[src/rtl/mac_seq_ctrl.sv]
// mac_seq_ctrl: command-driven sequencer for the non-pipelined mac_top accumulator.
// A command programs the MAC mode, streams operand pairs into the MAC, then
// reads and clears the result and returns it on a valid/ready response port.
// Optional feature: MAC_SEQ_MODE_CACHE_EN skips the cfg cycle when the MAC
// already holds the requested mode.
module mac_seq_ctrl #(
  parameter int unsigned LEN_W = 8
) (
  input  logic             clk,
  input  logic             rst,
  input  logic             cmd_valid,
  output logic             cmd_ready,
  input  logic             cmd_mode,
  input  logic [LEN_W-1:0] cmd_len,
  input  logic             op_valid,
  output logic             op_ready,
  input  logic [15:0]      op_a,
  input  logic [15:0]      op_b,
  output logic             res_valid,
  input  logic             res_ready,
  output logic [15:0]      res_data,
  output logic             res_error,
  output logic             busy,
  output logic             mac_enable,
  output logic             mac_valid,
  output logic             mac_read,
  output logic             mac_cfg,
  output logic             mac_mode,
  output logic [15:0]      mac_a,
  output logic [15:0]      mac_b,
  input  logic [15:0]      mac_out,
  input  logic             mac_error
);

  typedef enum logic [2:0] {
    IDLE = 3'd0,
    CFG  = 3'd1,
    RUN  = 3'd2,
    READ = 3'd3,
    RESP = 3'd4
  } state_t;

  state_t           state_q, state_d;
  logic             mode_q;
  logic [LEN_W-1:0] len_q;
  logic [LEN_W-1:0] cnt_q;
  logic             err_q;
  logic [15:0]      res_data_q;
  logic             res_error_q;
  logic             skip_cfg;
  logic             last_beat;

`ifdef MAC_SEQ_MODE_CACHE_EN
  logic cache_mode_q;
  logic cache_vld_q;

  // Cached mode still matches the MAC, so the cfg cycle can be skipped.
  assign skip_cfg = cache_vld_q && (cmd_mode == cache_mode_q);

  // Remember the last mode programmed into the MAC.
  always_ff @(posedge clk or posedge rst) begin
    if (rst) begin
      cache_mode_q <= 1'b0;
      cache_vld_q  <= 1'b0;
    end else if (state_q == CFG) begin
      cache_mode_q <= mode_q;
      cache_vld_q  <= 1'b1;
    end
  end
`else
  assign skip_cfg = 1'b0;
`endif

  // Counter equals len-1 on the final beat; len is nonzero whenever RUN is entered.
  assign last_beat = (cnt_q == (len_q - LEN_W'(1)));

  // State register.
  always_ff @(posedge clk or posedge rst) begin
    if (rst) begin
      state_q <= IDLE;
    end else begin
      state_q <= state_d;
    end
  end

  // Next-state decode and Moore outputs; operand path is combinational in RUN.
  always_comb begin
    state_d    = state_q;
    cmd_ready  = 1'b0;
    op_ready   = 1'b0;
    res_valid  = 1'b0;
    mac_enable = 1'b0;
    mac_valid  = 1'b0;
    mac_read   = 1'b0;
    mac_cfg    = 1'b0;
    mac_mode   = 1'b0;
    mac_a      = 16'h0000;
    mac_b      = 16'h0000;
    case (state_q)
      IDLE: begin
        cmd_ready = ~rst;
        if (cmd_valid) begin
          if (!skip_cfg) begin
            state_d = CFG;
          end else if (cmd_len != '0) begin
            state_d = RUN;
          end else begin
            state_d = READ;
          end
        end
      end
      CFG: begin
        mac_cfg  = 1'b1;
        mac_mode = mode_q;
        state_d  = (len_q != '0) ? RUN : READ;
      end
      RUN: begin
        mac_enable = 1'b1;
        op_ready   = 1'b1;
        mac_valid  = op_valid;
        mac_a      = op_a;
        mac_b      = op_b;
        if (op_valid && last_beat) begin
          state_d = READ;
        end
      end
      READ: begin
        mac_enable = 1'b1;
        mac_read   = 1'b1;
        state_d    = RESP;
      end
      RESP: begin
        res_valid = 1'b1;
        if (res_ready) begin
          state_d = IDLE;
        end
      end
      default: begin
        state_d = IDLE;
      end
    endcase
  end

  // Command latch, beat counter, error accumulation and result capture.
  always_ff @(posedge clk or posedge rst) begin
    if (rst) begin
      mode_q      <= 1'b0;
      len_q       <= '0;
      cnt_q       <= '0;
      err_q       <= 1'b0;
      res_data_q  <= 16'h0000;
      res_error_q <= 1'b0;
    end else begin
      case (state_q)
        IDLE: begin
          if (cmd_valid) begin
            mode_q <= cmd_mode;
            len_q  <= cmd_len;
            cnt_q  <= '0;
            err_q  <= 1'b0;
          end
        end
        RUN: begin
          if (op_valid) begin
            cnt_q <= cnt_q + LEN_W'(1);
            err_q <= err_q | mac_error;
          end
        end
        READ: begin
          res_data_q  <= mac_out;
          res_error_q <= err_q | mac_error;
        end
        default: begin
        end
      endcase
    end
  end

  assign res_data  = res_data_q;
  assign res_error = res_error_q;
  assign busy      = (state_q != IDLE);

endmodule

[config.mk]
export PLATFORM = sky130hd
export DESIGN_NAME = mac_seq_ctrl
export DESIGN_NICKNAME = d
export VERILOG_FILES = /design/src/rtl/mac_seq_ctrl.sv
export SDC_FILE = /design/constraint.sdc
export NUM_CORES = 1
export LEC_CHECK = 0
export CAP_MARGIN = 20
export CORE_ASPECT_RATIO = 1.25
export CORE_MARGIN = 3
export CORE_UTILIZATION = 40
export CTS_CLUSTER_DIAMETER = 30
export DETAILED_ROUTE_END_ITERATION = 8
export GPL_ROUTABILITY_DRIVEN = 0
export GPL_TIMING_DRIVEN = 0
export PLACE_DENSITY = 0.85
export SLEW_MARGIN = 20
export SYNTH_ARGS = -nofsm -noshare
export SYNTH_HDL_FRONTEND = slang
export SYNTH_SLANG_ARGS = --single-unit
[constraint.sdc]
create_clock -name clk -period 3.3 [get_ports clk]
set_input_delay 0.825 -clock clk [delete_from_list [all_inputs] [get_ports clk]]
set_output_delay 0.825 -clock clk [all_outputs]
set_load 0.005 [all_outputs]
==> metrics, run 1 <==
met3 usage=0.04572; Setup Buffers After CTS=0; final slew viol count=0; Final Hold Viols=0; max_cap viols=0; crit end category=output pin; simple-gate share of the synthesized area=0.2446; clock skew=0.01009 ns; Via Count=1888; # diodes=0; Slew @ Worst Pin=0.5191 ns; Gates resized, CTS repair=0; pre-CTS setup slack=0.4081 ns; register area share after synthesis=0.4683; largest family of logic cells by synthesized area=simple AND/OR/NAND/NOR gates; Die W=69.73 um; critical path launch point type=register; Final setup viols=0; setup slack after layout=0.2198 ns; LEAKAGE=1.431 nW; area grow syn2layout=67.71%; final worst-path cycle share=0.9334; average wire per standard cell=13.75 um; Layout Nets=387; async set-reset flop share out of synthesis=1.000; Post-DRT Antenna Nets=0; placeable core region=0.004835 mm2; Hold Crit Class=register to register; Reg clk slew, reported paths=0.08 ns; Crit Path Max Fanout=10; commonest non-fill, non-tap cell in the layout=clkdlybuf4s50_1; Synth Area in XOR/XNOR=0.06038; first-pass GRT wire length=8.707 mm; CTS Buffer Depth=2; Crit Path Class=register to output pin; drt total wl=5.252 mm; Die Area=0.005973 mm2; H-tree depth=2; mux share of post-synthesis cell area=0.1275; Final Critical Period=3.080 ns; total track usage=0.1820; most used cell, CP=and2b_1; CTS tree=yes; total global routing overflow=0; clk sink count=38; Hold Buf Count CTS=0; setup_tns=0 ns; cells after synthesis=194; syn_nets=259; Die Y=85.66 um; Vias per Instance=4.942; Skew-Pair Late Insertion Delay=0.29 ns; Crit path depth=6; Mapped Area=0.002031 mm2; GRT busiest layer=met2; vias in the first global route=1820; critical path, cell by cell=and2b_1, and2b_1, buf_6, clkbuf_1, and2_1, clkdlybuf4s50_1; pin count of the biggest net entering global routing=36; Inst Count DP=375; Critical Path RT=2.47 ns; # DRC=0; #FFs+latches synth=38; max incr delay on CP=0.50 ns; Cell Rows=28; drt first pass iters=4; Syn. warnings=0; post-DP HPWL=4.268 mm; R2R cell count=4; crit path max-delay cell type=clkdlybuf4s50_1; antenna violations before repair=0; io pins=121; Synth Area in Adders=0.01232; Clk Tree Root Cell=clkbuf_8; met1 usage=0.1967; RSZ-0062 raised after global routing=false; I/O Buffers=120; Synth Area in Compound Gates=0.05299; initial drt markers=50; CTS buffer count=5; layout cell share with drive strength beyond 1=0.1242; met2 usage=0.3429; Synth Area per Inst=10.47 um2; Initial Util=0.4200; power density over the cells=736.8 mW/mm2; fin util=0.7045; Cell variety after synth=39; hold path cells=2; max frequency=324.7 MHz; most common flop cell mapped by yosys=dfrtp_1; CP delay by family, top=buffers and inverters; Post-synth EDFFs=0; Buf+Inv Stages, Crit Path=3; CP arrival=2.26 ns; commonest cells after routing, fill and taps aside=clkdlybuf4s50_1, dfrtp_1, and2_1; Worst VDD drop=0.5369 mV; status=completed; Final Non-Filler Cells=382; Rel. slew slack=0.6491
area by class of cell:
type	count	area, um2
fill	400	1429
timing repair buffer	121	1221
multi-input combinational	141	1011
sequential	38	950.9
tap	60	75.07
clock buffer	5	68.82
buffer	9	43.79
inverter	6	25.02
clock inverter	2	10.01
Yosys cell counts (3+ instances only):
master / number / area, um2
mux2_2: 23 / 259.0
nand2b_1: 3 / 18.77
xor2_1: 9 / 78.83
clkbuf_1: 6 / 22.52
dfrtp_1: 38 / 950.9
o21ai_0: 5 / 25.02
nor2_1: 14 / 52.55
nand4_1: 4 / 25.02
xnor2_1: 5 / 43.79
inv_1: 5 / 18.77
nand3_1: 4 / 20.02
nor3_1: 3 / 15.01
and2_1: 33 / 206.5
nand2_1: 10 / 37.54
registers in the layout, indices dropped and copies added, names as in the netlist:
signal,cells
cnt_q,8
err_q,1
len_q,8
mode_q,1
res_data,16
res_error,1
state_q,3
final timing paths:
path                       slack [ns]           to        from
setup / recovery                 0.22     mac_a[3]  state_q[2]
hold / removal                   0.50    res_error   res_error
setup reg to reg                 1.39     len_q[3]  state_q[0]
hold reg to reg                  0.50    res_error   res_error
max in group asynchronous        2.16  res_data[2]         rst
min in group asynchronous        0.75   state_q[1]         rst
power breakdown:
part / switching (mW) / leakage, nW / internal (mW)
Sequential: 0.162 / 0.467 / 0.664
Clock: 0.157 / 0.0438 / 0.142
Combinational: 0.498 / 0.920 / 0.886
cells by family (layout without fill, tap and decap cells):
kind of cell,after synthesis,after routing
flip-flops,38,38
AO/OA/AOI/OAI,15,15
multiplexers,23,23
AND/OR/NAND/NOR,87,87
buffers and inverters,15,143
XOR/XNOR,14,14
adder cells (fa/ha/maj),2,2
worst min-delay path: cells and delay by family, from the launching register on:
| family | cells | cell delay (ns) |
|---|---|---|
| DFF | 1 | 0.36 |
| AOI/OAI and AO/OA | 1 | 0.06 |
| and+or+nand+nor | 1 | 0.05 |
per-stage QoR:
step	cell area (um2)	hold slack, ns	power [mW]
2_1_floorplan	2031	0.4632	1.489
3_3_place_gp	3307	0.4656	2.193
3_5_place_dp	3327	0.4815	2.240
6_report	3406	0.4969	2.509
4_1_cts	3406	0.5023	2.550
5_1_grt	3406	0.5130	2.703
layer usage:
metal,part of all wire,vias up
met5,0,-
met4,0.018,0
met3,0.073,9
met2,0.52,84
met1,0.39,886
li1,-,909
Note: power is estimated with default switching activity, not from simulation.
==> inputs of run 2 (changes only) <==
--- a/config.mk
+++ b/config.mk
@@ -11,9 +11,9 @@
 export CORE_UTILIZATION = 40
 export CTS_CLUSTER_DIAMETER = 30
 export DETAILED_ROUTE_END_ITERATION = 8
+export DONT_BUFFER_PORTS = 1
 export GPL_ROUTABILITY_DRIVEN = 0
 export GPL_TIMING_DRIVEN = 0
-export PLACE_DENSITY = 0.85
 export SLEW_MARGIN = 20
 export SYNTH_ARGS = -nofsm -noshare
 export SYNTH_HDL_FRONTEND = slang
==> metrics, run 2 (synthesis results as in run 1) <==
power density over the cells=946.7 mW/mm2 (was 736.8 mW/mm2); pre-CTS setup slack=1.009 ns (was 0.4081 ns); LEAKAGE=0.9927 nW (was 1.431 nW); Critical Path RT=2.47 ns (about the same); Hold Crit Class=register to register (unchanged); Worst VDD drop=0.4821 mV (was 0.5369 mV); average wire per standard cell=17.55 um (was 13.75 um); max frequency=390.4 MHz (was 324.7 MHz); drt first pass iters=4 (unchanged); Crit Path Class=register to output pin (unchanged); Reg clk slew, reported paths=0.07 ns (was 0.08 ns); Post-DRT Antenna Nets=0 (unchanged); Cell Rows=28 (unchanged); Setup Buffers After CTS=0 (unchanged); final slew viol count=0 (unchanged); initial drt markers=29 (was 50); total global routing overflow=0 (unchanged); clk sink count=38 (unchanged); layout cell share with drive strength beyond 1=0.1980 (was 0.1242); Layout Nets=266 (was 387); setup slack after layout=0.7382 ns (was 0.2198 ns); area grow syn2layout=10.47% (was 67.71%); CTS tree=yes (unchanged); vias in the first global route=1471 (was 1820); commonest cells after routing, fill and taps aside=dfrtp_1, and2_1, mux2_2 (was clkdlybuf4s50_1, dfrtp_1, and2_1); antenna violations before repair=0 (unchanged); clock skew=0.005576 ns (was 0.01009 ns); setup_tns=0 ns (unchanged); H-tree depth=2 (unchanged); Initial Util=0.4200 (unchanged); Via Count=1450 (was 1888); RSZ-0062 raised after global routing=false (unchanged); crit path from=state_q[2] (unchanged); Final Critical Period=2.562 ns (was 3.080 ns); # diodes=0 (unchanged); Clk Tree Root Cell=clkbuf_8 (unchanged); critical path launch point type=register (unchanged); CP arrival=1.74 ns (was 2.26 ns); Comb pwr share=0.375 (was 0.552); crit end category=output pin (unchanged); HP Start=err_q (was res_error); Largest register FFs=16 (unchanged); # DRC=0 (unchanged); proportion of power drawn by the clock network=0.220 (was 0.119); CTS buffer count=5 (unchanged); R2R Path Start=len_q[0] (was state_q[0]); P_int=1.369 mW (was 1.692 mW); io pins=121 (unchanged); Psw=0.7550 mW (was 0.8175 mW); Rel. slew slack=0.4827 (was 0.6491); CTS Buffer Depth=2 (unchanged); Final setup viols=0 (unchanged); sequential share of power=0.405 (was 0.329); post-DP HPWL=3.655 mm (was 4.268 mm); Die Y=85.66 um (unchanged); commonest non-fill, non-tap cell in the layout=dfrtp_1 (was clkdlybuf4s50_1); Hold Buf Count CTS=0 (unchanged); Crit Path Max Fanout=10 (unchanged); Slew @ Worst Pin=0.7749 ns (was 0.5191 ns); placeable core region=0.004835 mm2 (unchanged); Post-DP Area=0.002106 mm2 (was 0.003327 mm2); drt total wl=4.598 mm (was 5.252 mm); total track usage=0.1458 (was 0.1820); pin count of the biggest net entering global routing=39 (was 36); first-pass GRT wire length=6.906 mm (was 8.707 mm); I/O Buffers=0 (was 120); Sw Share=0.3555 (was 0.3258); Final Hold Viols=0 (unchanged); Gates resized, CTS repair=0 (unchanged); max_cap viols=0 (unchanged); Die Area=0.005973 mm2 (unchanged); final worst-path cycle share=0.7763 (was 0.9334); Design Area, Final=0.002243 mm2 (was 0.003406 mm2); Skew-Pair Late Insertion Delay=0.29 ns (about the same); Vias per Instance=5.534 (was 4.942); Die W=69.73 um (unchanged); status=completed (unchanged)
[run 2: through the flow]
step	cells	util	hold slack (ns)	total power [mW]
floorplan	194	-	0.4632	1.489
global placement	254	0.4356	0.4859	1.639
detailed placement	254	0.4356	0.4869	1.680
CTS	262	0.4640	0.5128	2.156
global route	262	0.4640	0.5358	2.275
finish	262	0.4640	0.5105	2.124
[run 2: path summary, 6_finish.rpt]
path                                end  slack [ns]  depth (start not counted)
max                           mac_a[13]        0.74                          5
max reg2reg                  state_q[0]        1.37                          6
min reg2reg                       err_q        0.51                          2
max in group asynchronous      cnt_q[2]        2.25                          1
min in group asynchronous  res_data[14]        0.55                          1
min                               err_q        0.51                          2
[run 2: power groups by stage]
| stage | Clock [mW] | Combinational (mW) | Sequential (mW) |
|---|---|---|---|
| after floorplan | 0 | 0.679 | 0.810 |
| after global placement | 0 | 0.781 | 0.858 |
| after detailed placement | 0 | 0.814 | 0.866 |
| after CTS | 0.484 | 0.812 | 0.861 |
| after global routing | 0.501 | 0.883 | 0.891 |
| final | 0.468 | 0.796 | 0.860 |
[run 2: worst max-delay path, cell delays in order (launching register included)]
cell	delay, ns
dfrtp_1	0.42
and2b_1	0.27
and2b_1	0.15
buf_6	0.15
clkbuf_1	0.27
and2_1	0.20
[run 2: layer usage]
metal | routed length (um) | vias up | part of all wire | global-route usage
met5 | 0 | - | 0 | 0
met4 | 52 | 0 | 0.011 | 0.04181
met3 | 465 | 6 | 0.10 | 0.04103
met2 | 2577 | 93 | 0.56 | 0.2934
met1 | 1502 | 685 | 0.33 | 0.1430
li1 | - | 666 | - | -
[run 2: final cells by class]
type	count	area [um2]
Buffer	9	43.79
Fill cell	459	2591
Inverter	6	25.02
Clock buffer	5	68.82
Tap cell	60	75.07
Multi-Input combinational cell	141	1011
Sequential cell	38	950.9
Clock inverter	3	68.82
==> inputs of run 3 (changes only) <==
==> constraint.sdc (replaced) <==
create_clock -name clk -period 2.7 [get_ports clk]
set_input_delay 0.675 -clock clk [delete_from_list [all_inputs] [get_ports clk]]
set_output_delay 0.675 -clock clk [all_outputs]
set_load 0.005 [all_outputs]
==> results of run 3 <==
Same layout as run 2 (identical final DEF). Status: completed.
Among the figures that moved: setup slack after placement 1.009 ns -> 0.5585 ns; clock-pin slew on the worst setup and hold paths 0.07 ns -> 0.08 ns; setup slack after layout 0.7382 ns -> 0.2882 ns; hold slack 0.5105 ns -> 0.4001 ns; register-to-register setup slack 1.37 ns -> 0.77 ns; total power 2.124 mW -> 2.596 mW; worst IR drop on VDD 0.4821 mV -> 0.5893 mV
